## config.mk

```make
export PLATFORM = sky130hd
export DESIGN_NAME = patbuf_arbiter
export DESIGN_NICKNAME = d
export VERILOG_FILES = /design/src/rtl/patbuf_pkg.sv /design/src/rtl/patbuf_starve_ctr.sv /design/src/rtl/patbuf_arbiter.sv
export SDC_FILE = /design/constraint.sdc
export NUM_CORES = 1
export LEC_CHECK = 0
export ABC_AREA = 1
export CAP_MARGIN = 20
export CORE_MARGIN = 2
export CORE_UTILIZATION = 41
export DETAILED_ROUTE_END_ITERATION = 7
export PLACE_DENSITY = 0.86
export RECOVER_POWER = 50
export SLEW_MARGIN = 20
export SYNTH_ARGS = -nofsm -noshare
export SYNTH_HDL_FRONTEND = slang
export SYNTH_HIERARCHICAL = 1
export SYNTH_SLANG_ARGS = --single-unit
```

## constraint.sdc

```tcl
create_clock -name clk -period 4.65 [get_ports clk]
set_input_delay 0.6975 -clock clk [delete_from_list [all_inputs] [get_ports clk]]
set_output_delay 0.6975 -clock clk [all_outputs]
set_load 0.01 [all_outputs]
```

## src/rtl/patbuf_pkg.sv

```systemverilog
// Shared types and default widths for the pattern buffer write-port arbiter,
// the PAT core and the pattern buffer.
package patbuf_pkg;

  localparam int D_WIDTH      = 8;
  localparam int BUFP_WIDTH   = 3;
  localparam int FIELDP_WIDTH = 5;
  localparam int STARVE_WIDTH = 4;
  localparam int STARVE_LIMIT = 15;
  localparam int STALL_CNT_W  = 16;

  typedef enum logic [1:0] {
    S_PAT   = 2'd0,
    S_HOST  = 2'd1,
    S_DRAIN = 2'd2
  } arb_state_t;

  typedef logic [BUFP_WIDTH-1:0]   bufp_t;
  typedef logic [FIELDP_WIDTH-1:0] fieldp_t;

  typedef struct packed {
    bufp_t   bufp;
    fieldp_t fieldp;
  } buf_addr_t;

endpackage

```

## src/rtl/patbuf_starve_ctr.sv

```systemverilog
// Saturating host wait counter; limit_hit forces a host grant over PAT.
module patbuf_starve_ctr #(
  parameter int W     = 4,
  parameter int LIMIT = 15
) (
  input  logic         clk,
  input  logic         reset,
  input  logic         inc,
  input  logic         clr,
  output logic [W-1:0] cnt,
  output logic         limit_hit
);

  localparam logic [W-1:0] CNT_MAX = '1;
  localparam logic [W-1:0] CNT_LIM = W'(LIMIT);

  always_ff @(posedge clk or posedge reset) begin
    if (reset)                       cnt <= '0;
    else if (clr)                    cnt <= '0;
    else if (inc && cnt != CNT_MAX)  cnt <= cnt + W'(1);
  end

  assign limit_hit = (cnt == CNT_LIM);

endmodule

```

## src/rtl/patbuf_arbiter.sv

```systemverilog
// Pattern buffer write-port arbiter: PAT has priority, host bursts are starvation-protected.
// Optional stall statistics counter enabled by PATBUF_ARB_STATS_EN.
module patbuf_arbiter
  import patbuf_pkg::*;
#(
  parameter int d_width      = D_WIDTH,
  parameter int bufp_width   = BUFP_WIDTH,
  parameter int fieldp_width = FIELDP_WIDTH,
  parameter int starve_limit = STARVE_LIMIT,
  parameter int starve_width = STARVE_WIDTH
) (
  input  logic                               clk,
  input  logic                               reset,
  input  logic                               pat_active,
  input  logic [bufp_width-1:0]              pat_bufp,
  input  logic [fieldp_width-1:0]            pat_fieldp,
  input  logic [fieldp_width-1:0]            pat_fieldwp,
  input  logic                               pat_write_en,
  input  logic [d_width-1:0]                 pat_field_in,
  output logic                               pat_stall,
  input  logic                               host_req,
  input  logic [bufp_width+fieldp_width-1:0] host_adr,
  input  logic [fieldp_width-1:0]            host_len,
  input  logic [d_width-1:0]                 host_wdata,
  input  logic                               host_wvalid,
  output logic                               host_wready,
  output logic                               host_done,
  output logic [bufp_width+fieldp_width-1:0] buf_fieldp,
  output logic [bufp_width+fieldp_width-1:0] buf_fieldwp,
  output logic                               field_write_en,
  output logic [d_width-1:0]                 field_in,
  output logic [15:0]                        stall_count
);

  typedef struct packed {
    logic [bufp_width-1:0]   bufp;
    logic [fieldp_width-1:0] fieldp;
    logic [fieldp_width-1:0] left;
  } burst_t;

  arb_state_t              state, state_nx;
  burst_t                  burst_q;
  logic                    grant, accept, last_beat;
  logic                    starve_inc, limit_hit;
  logic [starve_width-1:0] starve_cnt;

  assign grant      = (state == S_PAT) & host_req & (~pat_active | limit_hit);
  assign starve_inc = (state == S_PAT) & host_req & ~grant;
  assign accept     = (state == S_HOST) & host_wvalid;
  assign last_beat  = accept & (burst_q.left == '0);

  patbuf_starve_ctr #(
    .W     (starve_width),
    .LIMIT (starve_limit)
  ) u_starve (
    .clk       (clk),
    .reset     (reset),
    .inc       (starve_inc),
    .clr       (grant),
    .cnt       (starve_cnt),
    .limit_hit (limit_hit)
  );

  always_ff @(posedge clk or posedge reset) begin
    if (reset) state <= S_PAT;
    else       state <= state_nx;
  end

  always_comb begin
    state_nx = state;
    case (state)
      S_PAT:   if (grant) state_nx = S_HOST;
      S_HOST:  if (last_beat) state_nx = S_DRAIN;
      S_DRAIN: state_nx = S_PAT;
      default: state_nx = S_PAT;
    endcase
  end

  // Burst pointer wraps inside its buffer: only the field part advances.
  always_ff @(posedge clk or posedge reset) begin
    if (reset) begin
      burst_q <= '0;
    end else if (grant) begin
      burst_q.bufp   <= host_adr[bufp_width+fieldp_width-1:fieldp_width];
      burst_q.fieldp <= host_adr[fieldp_width-1:0];
      burst_q.left   <= host_len;
    end else if (accept) begin
      burst_q.fieldp <= burst_q.fieldp + fieldp_width'(1);
      if (!last_beat) burst_q.left <= burst_q.left - fieldp_width'(1);
    end
  end

  assign buf_fieldp = {pat_bufp, pat_fieldp};
  assign host_done  = (state == S_DRAIN);

  always_comb begin
    field_write_en = pat_write_en;
    buf_fieldwp    = {pat_bufp, pat_fieldwp};
    field_in       = pat_field_in;
    pat_stall      = 1'b0;
    host_wready    = 1'b0;
    if (state == S_HOST) begin
      field_write_en = host_wvalid;
      buf_fieldwp    = {burst_q.bufp, burst_q.fieldp};
      field_in       = host_wdata;
      pat_stall      = pat_active;
      host_wready    = 1'b1;
    end
  end

`ifdef PATBUF_ARB_STATS_EN
  always_ff @(posedge clk or posedge reset) begin
    if (reset)                                  stall_count <= '0;
    else if (pat_stall && stall_count != 16'hFFFF) stall_count <= stall_count + 16'd1;
  end
`else
  assign stall_count = 16'h0000;
`endif

  logic unused_ok;
  assign unused_ok = ^starve_cnt;

endmodule

```

After elaboration in Yosys (flattened, before gate mapping)
Index checks and enable logic that the tools add are counted.

word-level totals
  register bits = 19
  output and inout bits = 44
  logic and storage cells = 43

operators by class
  add/sub/neg operators = 3
  eq/ne operators = 7
  multiplexer cells = 13
  bitwise gates (word level) = 8
  reductions and logical operators = 7

operator list
  kind                   count
  $mux W10               2
  $mux W8                2
  $mux W4                2
  $ne A2 B2 Y1 const B   3
  $add A5 B1 Y5 const B  1
  $and A1 B1 Y1          5
  $logic_not A5 Y1       1
  $mux W5                1
  $sub A5 B1 Y5 const B  1
  $add A4 B1 Y4 const B  1
  $eq A4 B4 Y1 const B   1
  $mux W2                2
  $ne A4 B4 Y1 const B   1
  $pmux W2 S2            1
  $reduce_and A2 Y1      2
  $reduce_bool A2 Y1     2
  $mux W1                3
  $eq A2 B1 Y1 const B   1
  $eq A2 B2 Y1 const B   1
  $logic_not A2 Y1       1
  $not A1 Y1             2
  $logic_and A1 B1 Y1    1
  $or A1 B1 Y1           1

Logic depth before layout (Yosys ltp)
  depth after elaboration = 8
  depth in mapped cells = 11
  mapped depth without buffers = 11

Hierarchy
The synthesis kept the hierarchy.

modules (own cells, without submodules)
  module             times used  cells an instance  area an instance (sq um)  sequential area each (sq um)
  patbuf_arbiter     1           208                1376.3                    375.4
  patbuf_starve_ctr  1           30                 229.0                     100.1

Worst setup path after synthesis
No wires, ideal clock.

  kind = register to output
  start = reg state[1]
  end = out buf_fieldwp[0]
  arrival time = 1.050 ns
  data required time = 3.953 ns
  slack = 2.903 ns
  stages on the path, launching flop included = 5
  path buffers = 1
  cells stage by stage = dfrtp_1 -> inv_1 -> nand2_4 -> buf_2 -> o21ai_0

between the ends
  word-level cells in the longest chain between the ends = 2

ends and longest elaborated chain
  element                   line                   source
  start: declaration        patbuf_arbiter.sv:41   arb_state_t state, state_nx;
  start signal: assignment  patbuf_arbiter.sv:66   else state <= state_nx;
  $eq A2 B1 Y1              patbuf_arbiter.sv:102  if (state == S_HOST) begin
  $mux W8                   patbuf_arbiter.sv:102
  end: declaration          patbuf_arbiter.sv:29   output logic [bufp_width+fieldp_width-1:0] buf_fieldwp,

Every way passes these cells.

Worst setup path after layout
  start = in pat_active
  end = reg u_starve.cnt[3]

between the ends
  word-level cells in the longest chain between the ends = 7

ends and longest elaborated chain
  element                              line                     source
  start: declaration                   patbuf_arbiter.sv:14     input logic pat_active,
  $not A1 Y1 (*)                       patbuf_arbiter.sv:47     assign grant = (state == S_PAT) & host_req & (~pat_active | limit_hit);
  $or A1 B1 Y1 (*)                     patbuf_arbiter.sv:47
  $and A1 B1 Y1 (*)                    patbuf_arbiter.sv:47
  $not A1 Y1                           patbuf_arbiter.sv:48     assign starve_inc = (state == S_PAT) & host_req & ~grant;
  $and A1 B1 Y1                        patbuf_arbiter.sv:48
  $logic_and A1 B1 Y1                  patbuf_starve_ctr.sv:20  else if (inc && cnt != CNT_MAX) cnt <= cnt + W'(1);
  $reduce_bool A2 Y1 (no source line)  n/a
  end signal: assignment               patbuf_starve_ctr.sv:20
  end: declaration                     patbuf_starve_ctr.sv:10  output logic [W-1:0] cnt,

Mark *: on every way between the ends. The rest lies on a longest branch, timed or not.
A chain may end at the register's enable or synchronous reset.

==> impl_metrics.prom <==
# TYPE chip_impl_metric gauge
chip_impl_metric{name="detail_route.iter0.violations",unit=""} 68
chip_impl_metric{name="vias_per_cell",unit=""} 4.57
chip_impl_info{name="worst_r2r_startpoint",value="u_starve/cnt[0]"} 1
chip_impl_metric{name="synth.ff_latch_count",unit=""} 19
chip_impl_metric{name="grtUsageTotal",unit=""} 0.177
chip_impl_metric{name="floorplan.initialDensity",unit=""} 0.432
chip_impl_metric{name="clk_path_buf_depth",unit=""} 2
chip_impl_metric{name="via_count_of_the_first_global_routing_pass",unit=""} 1483
chip_impl_metric{name="cp_data_arrival_time",unit="ns"} 3.12
chip_impl_metric{name="die_ar",unit="µm²"} 4430
chip_impl_info{name="timing.critical_path.from_type",value="input port"} 1
chip_impl_metric{name="die_h",unit="µm"} 66.6
chip_impl_metric{name="worst_slew_pin_slew",unit="ns"} 0.753
chip_impl_metric{name="worst-r2r-setup-slack",unit="ns"} 1.79
chip_impl_metric{name="fin_crit_sh",unit=""} 0.628
chip_impl_metric{name="maxSlewHeadroom",unit=""} 0.496
chip_impl_metric{name="power.share.sequential",unit=""} 0.285
chip_impl_metric{name="grt_pass1_wl",unit="mm"} 6.17
chip_impl_metric{name="fin_setup_tns",unit="ns"} 0
chip_impl_metric{name="final.hold.worst_slack",unit="ns"} 0.487
chip_impl_metric{name="grt_start_max_net_pins",unit=""} 27
chip_impl_metric{name="nNetsFinal",unit=""} 346
chip_impl_metric{name="skew",unit="ns"} 0.00206
chip_impl_info{name="rsz0062_at_grt",value="no"} 1
chip_impl_metric{name="cp_data_required_time",unit="ns"} 4.85
chip_impl_metric{name="numPortBuffers",unit=""} 65
chip_impl_metric{name="route.vias.total",unit=""} 1557
chip_impl_metric{name="finalWirelength",unit="mm"} 3.63
chip_impl_metric{name="hpwlAfterDp",unit="mm"} 2.93
chip_impl_metric{name="power-per-cell-area",unit="nW/µm²"} 501
chip_impl_metric{name="final_max_slew_viol_count",unit=""} 0
chip_impl_metric{name="worst_r2r_path_depth",unit=""} 10
chip_impl_metric{name="register_area_share_after_synthesis",unit=""} 0.296
chip_impl_metric{name="post-route-min-period",unit="ns"} 2.92
chip_impl_info{name="setup.worst_path.class",value="in -> reg"} 1
chip_impl_metric{name="dpl-instance-area",unit="µm²"} 2150
chip_impl_info{name="tritoncts_clock_tree",value="done"} 1
chip_impl_metric{name="clock_insertion_delay_worst_skew",unit="ns"} 0.26
chip_impl_info{name="clk_root_buffer_cell",value="clkbuf_8"} 1
chip_impl_metric{name="synth_warnings",unit=""} 6
chip_impl_metric{name="post_route_cells_drive_above_1_share",unit=""} 0.0546
chip_impl_metric{name="number_of_buffers_created_by_cts",unit=""} 3
chip_impl_metric{name="hold_depth",unit=""} 2
chip_impl_metric{name="irDropWorstVdd",unit="mV"} 0.257
chip_impl_metric{name="fillCellCount",unit=""} 357
chip_impl_metric{name="place_inst",unit=""} 337
chip_impl_metric{name="numClockSinks",unit=""} 19
chip_impl_metric{name="detail_route.wl_per_cell",unit="µm"} 10.7
chip_impl_metric{name="fp-row-count",unit=""} 22
chip_impl_metric{name="postRouteAntennaNets",unit=""} 0
chip_impl_metric{name="hold_violations",unit=""} 0
chip_impl_info{name="worst_case_hold_path_end_point",value="burst_q[12]"} 1
chip_impl_metric{name="multi_input_logic_area",unit="µm²"} 817
chip_impl_metric{name="core_area",unit="µm²"} 3720
chip_impl_metric{name="setup_viol",unit=""} 0
chip_impl_metric{name="grt-ovfl-total",unit=""} 0
chip_impl_metric{name="number_of_buffers_inserted_by_hold_repair_at_cts",unit=""} 0
chip_impl_metric{name="clk_transition_reported_paths",unit="ns"} 0.07
chip_impl_metric{name="synth_cells",unit=""} 238
chip_impl_metric{name="grt_antenna_before_repair",unit=""} 0
chip_impl_metric{name="power.clock.fraction",unit=""} 0.109
chip_impl_info{name="status",value="complete, no violations"} 1
chip_impl_metric{name="synth_area",unit="µm²"} 1610
chip_impl_metric{name="power.switching_fraction",unit=""} 0.436
chip_impl_metric{name="switchingPower",unit="mW"} 0.472
chip_impl_metric{name="p_int",unit="mW"} 0.612
chip_impl_info{name="critical_path.reg2reg.endpoint",value="u_starve/cnt[3]"} 1
chip_impl_metric{name="max_cap_viol_count",unit=""} 0
chip_impl_info{name="worstSetupEndpointType",value="flop"} 1
chip_impl_metric{name="drc_errors",unit=""} 0
chip_impl_metric{name="layout.area.seq",unit="µm²"} 475
chip_impl_info{name="holdCritStartpoint",value="burst_q[12]"} 1
chip_impl_metric{name="area_growth_syn_to_layout",unit="%"} 34.7
chip_impl_metric{name="post-cts-setup-buffer-count",unit=""} 0
chip_impl_metric{name="critical_path_fanouts_max",unit=""} 19
chip_impl_metric{name="stdcell_count",unit=""} 341
chip_impl_metric{name="antenna_cells",unit=""} 0
chip_impl_metric{name="chipWidth",unit="µm"} 66.6
chip_impl_metric{name="cellLeakagePower",unit="nW"} 1.12
chip_impl_metric{name="drt_first_pass_iters",unit=""} 4
chip_impl_metric{name="gp_congestion",unit=""} 0.801
chip_impl_metric{name="timing.fmax",unit="MHz"} 343
chip_impl_metric{name="stdcell_area",unit="µm²"} 2160
chip_impl_metric{name="syn-mean-instance-area",unit="µm²"} 6.74
chip_impl_metric{name="io_pins",unit=""} 92
chip_impl_metric{name="h-tree-depth",unit=""} 1
chip_impl_metric{name="ys_types",unit=""} 24
chip_impl_info{name="min_path_type",value="reg -> reg"} 1
chip_impl_metric{name="postCtsResizedCells",unit=""} 0
chip_impl_metric{name="p_comb_frac",unit=""} 0.606
## layout by cell type, fill, tap and decap left out
master            n
nand2_1          95
clkdlybuf4s50_1  63
inv_1            27
nand3_1          20
dfrtp_1          19
conb_1           16
nor2_1           11
o21ai_0           7
nand4_1           5
nand2_2           4
ha_1              4
o211ai_1          3
clkbuf_8          3
nand2_4           2
nor2_4            2
nand3_2           2
inv_2             2
xor2_1            2
dlygate4sd3_1     2
clkinvlp_2        1
nand3b_1          1
nor3_1            1
clkbuf_1          1
## metrics by stage
step           setup WS (ns)  power, mW   util
6_report                1.73       1.08  0.582
5_1_grt                 1.42       1.20  0.582
4_1_cts                 1.97       1.11  0.592
3_5_place_dp            2.09      0.990  0.580
3_3_place_gp            2.10      0.970  0.580
2_1_floorplan           2.90      0.738      -
## registers in the layout, summed over array words and instances (netlist names)
name,cells
u_starve/cnt,4
state,2
burst_q,13
## metal layers
metal	global-route usage	up-vias	part of all wire	routed length, µm
li1	-	801	-	-
met1	0.198	691	0.40	1450
met2	0.329	60	0.51	1850
met3	0.0355	5	0.079	286
met4	0.0612	0	0.013	46
met5	0	-	0	0
## kinds of logic after synthesis
| group | count (synthesis) | synth area share |
|---|---|---|
| fa+ha+maj | 4 | 0.0312 |
| xor+xnor | 2 | 0.0109 |
| flops | 19 | 0.296 |
| compound gates | 10 | 0.0359 |
| buf+inv | 59 | 0.207 |
| other cells | 1 | 0.00234 |
| simple gates | 143 | 0.416 |
## cell usage after synthesis, drive strengths merged
| cell | instances | area [µm²] |
|---|---|---|
| o211ai | 3 | 22.5 |
| buf | 29 | 218 |
| nand4 | 5 | 31.3 |
| inv | 30 | 115 |
| dfrtp | 19 | 475 |
| conb | 1 | 3.75 |
| o21ai | 7 | 35.0 |
| nor2 | 13 | 80.1 |
| nand3 | 22 | 133 |
| ha | 4 | 50.1 |
| nand2 | 101 | 412 |
| nand3b | 1 | 7.51 |
| xor2 | 2 | 17.5 |
| nor3 | 1 | 5.00 |
## final cells by class
class / count / share of cell area
Multi-Input combinational cell: 175 / 0.378
Clock buffer: 4 / 0.0208
Sequential cell: 19 / 0.220
Tap cell: 48 / 0.0278
Timing Repair Buffer: 65 / 0.301
Inverter: 30 / 0.0527
## power by group through the flow
stage / clock [mW] / sequential, mW / combinational, mW
2_1_floorplan: 0 / 0.294 / 0.444
3_3_place_gp: 0 / 0.305 / 0.665
6_report: 0.118 / 0.309 / 0.657
4_1_cts: 0.123 / 0.308 / 0.683
3_5_place_dp: 0 / 0.311 / 0.679
5_1_grt: 0.129 / 0.321 / 0.749
## how the worst max path moves through the flow
stage | from | to | slack, ns | cells past startpoint
floorplan | state[1] | buf_fieldwp[0] | 2.90 | 4
global placement | host_wvalid | field_write_en | 2.10 | 4
detailed placement | host_wvalid | field_write_en | 2.09 | 4
CTS | state[1] | field_write_en | 1.97 | 6
global route | u_starve/cnt[0] | u_starve/cnt[3] | 1.42 | 10
finish | pat_active | u_starve/cnt[3] | 1.73 | 7
## critical path, cell delays in order
cell and delay, ns:
clkdlybuf4s50_1 0.48, nand2_1 0.09, nand3_1 0.54, clkinvlp_2 0.79
inv_1 0.31, nand4_1 0.13, nand2_1 0.07
Power figures use the tool's default switching activity.
==> patch, RTL diff (same settings) <==
The option `PATBUF_ARB_STATS_EN` is turned on by a define.
--- a/src/rtl/patbuf_arbiter.sv
+++ b/src/rtl/patbuf_arbiter.sv
@@ -1,5 +1,7 @@
 // Pattern buffer write-port arbiter: PAT has priority, host bursts are starvation-protected.
 // Optional stall statistics counter enabled by PATBUF_ARB_STATS_EN.
+`define PATBUF_ARB_STATS_EN
+
 module patbuf_arbiter
   import patbuf_pkg::*;
 #(
Formal check against the unedited RTL: not equivalent (a bounded check fails within 4 cycles, from zero or initial values and one cycle with reset high).
==> patch against the original RTL <==
The flow now finishes with violations (capacitance limit, slew limit). Critical path depth is 1 higher. Setup slack worse by 0.38 ns. Global-route usage is 2.3 points higher. Die area is 42% higher. Sequential power is 55% higher. Synthesized area is 45% higher. Wire length is 69% higher. Sequential cell count is 16 higher. Sequential share of layout area is 5.5 points higher. Power is 37% higher. Design area is 47% higher. Via count is 52% higher. Synthesized cell count is 42% higher. Critical endpoint is now stall_count[15]$_DFFE_PP0P_. Largest power group unchanged.
==> patch: results (changes against the original RTL) <==
- Outcome: finished, violations left (was finished clean)
- Failing checks: capacitance limit, slew limit
- Critical Path AT: 3.49 ns (was 3.12 ns)
- First-pass GRT wire length: 10.0 mm (was 6.17 mm)
- Critical path peak fanout: 18 (was 19)
- Met3 routed WL: 384 µm (was 286 µm)
- Share of layout cells above drive strength 1: 4.13% (was 5.46%)
- Vias in the first global route: 2222 (was 1483)
- Syn Area/Cell: 6.92 µm² (was 6.74 µm²)
- Plain + repair buffers: 82 (was 65)
- Worst Hold End: burst_q[11]$_DFFE_PP0P_ (was burst_q[12]$_DFFE_PP0P_)
- Logic inverters: 38 (was 30)
- Post-DR vias/cell: 4.89 (was 4.57)
- Synth cell types: 22 (was 24)
- Max IR drop VDD: 0.196 mV (was 0.257 mV)
- Die X-Extent: 79.4 µm (was 66.6 µm)
- Critical Path Start: stall_count[0]$_DFFE_PP0P_ (was pat_active)
- Clk_lat worst skew: 0.30 ns (was 0.26 ns)
- Non-filler cells in the finished layout: 484 (was 341)
- Clock H-tree levels: 2 (was 1)
- Clk cell area share: 2.79% (was 2.08%)
- R2R setup slack: 1.35 ns (was 1.79 ns)
- Met1 Wirelength: 2.60 mm (was 1.45 mm)
- Max-Cap Viols: 2 (was 0)
- Fin nets: 464 (was 346)
- HPWL Detailed: 4.52 mm (was 2.93 mm)
- Clkbuf count: 5 (was 4)
- #FFs+latches synth: 35 (was 19)
- Met3 usage in global routing: 5.09% (was 3.55%)
- Synth top cells by count: 139 x nand2_1, 36 x inv_1, 35 x dfrtp_1 (was 94 x nand2_1, 27 x inv_1, 25 x buf_4)
- Post-synthesis compound-gate area fraction: 7.73% (was 3.59%)
- GR Layer Usage met2: 35.7% (was 32.9%)
- Post-DP Area: 3140 µm² (was 2150 µm²)
- Worst slew margin: -26.6% (was 49.6%)
- GRT Overall Usage: 20.0% (was 17.7%)
- Initial DRC count: 188 (was 68)
- GPL Wtd Cong: 0.863 (was 0.801)
- Reg2Reg Launch Point: stall_count[0]$_DFFE_PP0P_ (was u_starve/cnt[0]$_DFFE_PP0P_)
- Drt wl/cell: 12.7 µm (was 10.7 µm)
- Top post-synthesis cells by area: dfrtp_1 38%, nand2_1 22%, inv_1 5.8% (was dfrtp_1 30%, nand2_1 22%, buf_4 12%)
- Final Skew: 0.00320 ns (was 0.00206 ns)
- Min Hold Slack: 0.501 ns (was 0.487 ns)
- Metal2 WL: 3.08 mm (was 1.85 mm)
- Power per cell area: 466 nW/µm² (was 501 nW/µm²)
- Fillers: 494 (was 357)
- Multi-input logic portion of the cell area: 36.9% (was 37.8%)
- Largest net degree at the start of global routing: 32 (was 27)
- Post-Synth Adder-Cell Area: 2.68% (was 3.12%)
- Port bufs: 81 (was 65)
- XOR/XNOR Fraction of Synth Area: 4.88% (was 1.09%)
- Slew Limit Fails: 51 (was 0)
-- patch: cell types whose count changed in the layout (fill, tap and decap cells not counted), sizes merged, moves of 9 or more --
cell,change
nor2,+17
nand2,+42
o21ai,+16
inv,+9
conb,-16
xnor2,+9
dfrtp,+16
-- patch: where the power goes --
| group | internal (mW) | total [mW] | switching [mW] |
|---|---|---|---|
| clock | 0.104 | 0.224 | 0.120 |
| sequential | 0.394 | 0.480 | 0.0862 |
| combinational | 0.367 | 0.781 | 0.414 |
-- patch: logic make-up (layout without fill, tap and decap cells) --
logic type / count (synthesis) / count (layout)
AOI/OAI and AO/OA: 30 / 30
xor gates and xnor gates: 13 / 13
adders and majority gates: 5 / 5
buffers and inverters: 53 / 128
DFF: 35 / 35
and+or+nand+nor: 201 / 201
-- patch: critical path: stages, from the launching register on --
cell and delay (ns):
dfrtp_1 0.45, ha_1 0.31, inv_1 0.07, nor2_1 0.24
nand2_2 0.09, o21ai_0 1.43, inv_2 0.37, nand2_1 0.18
nand2_1 0.06
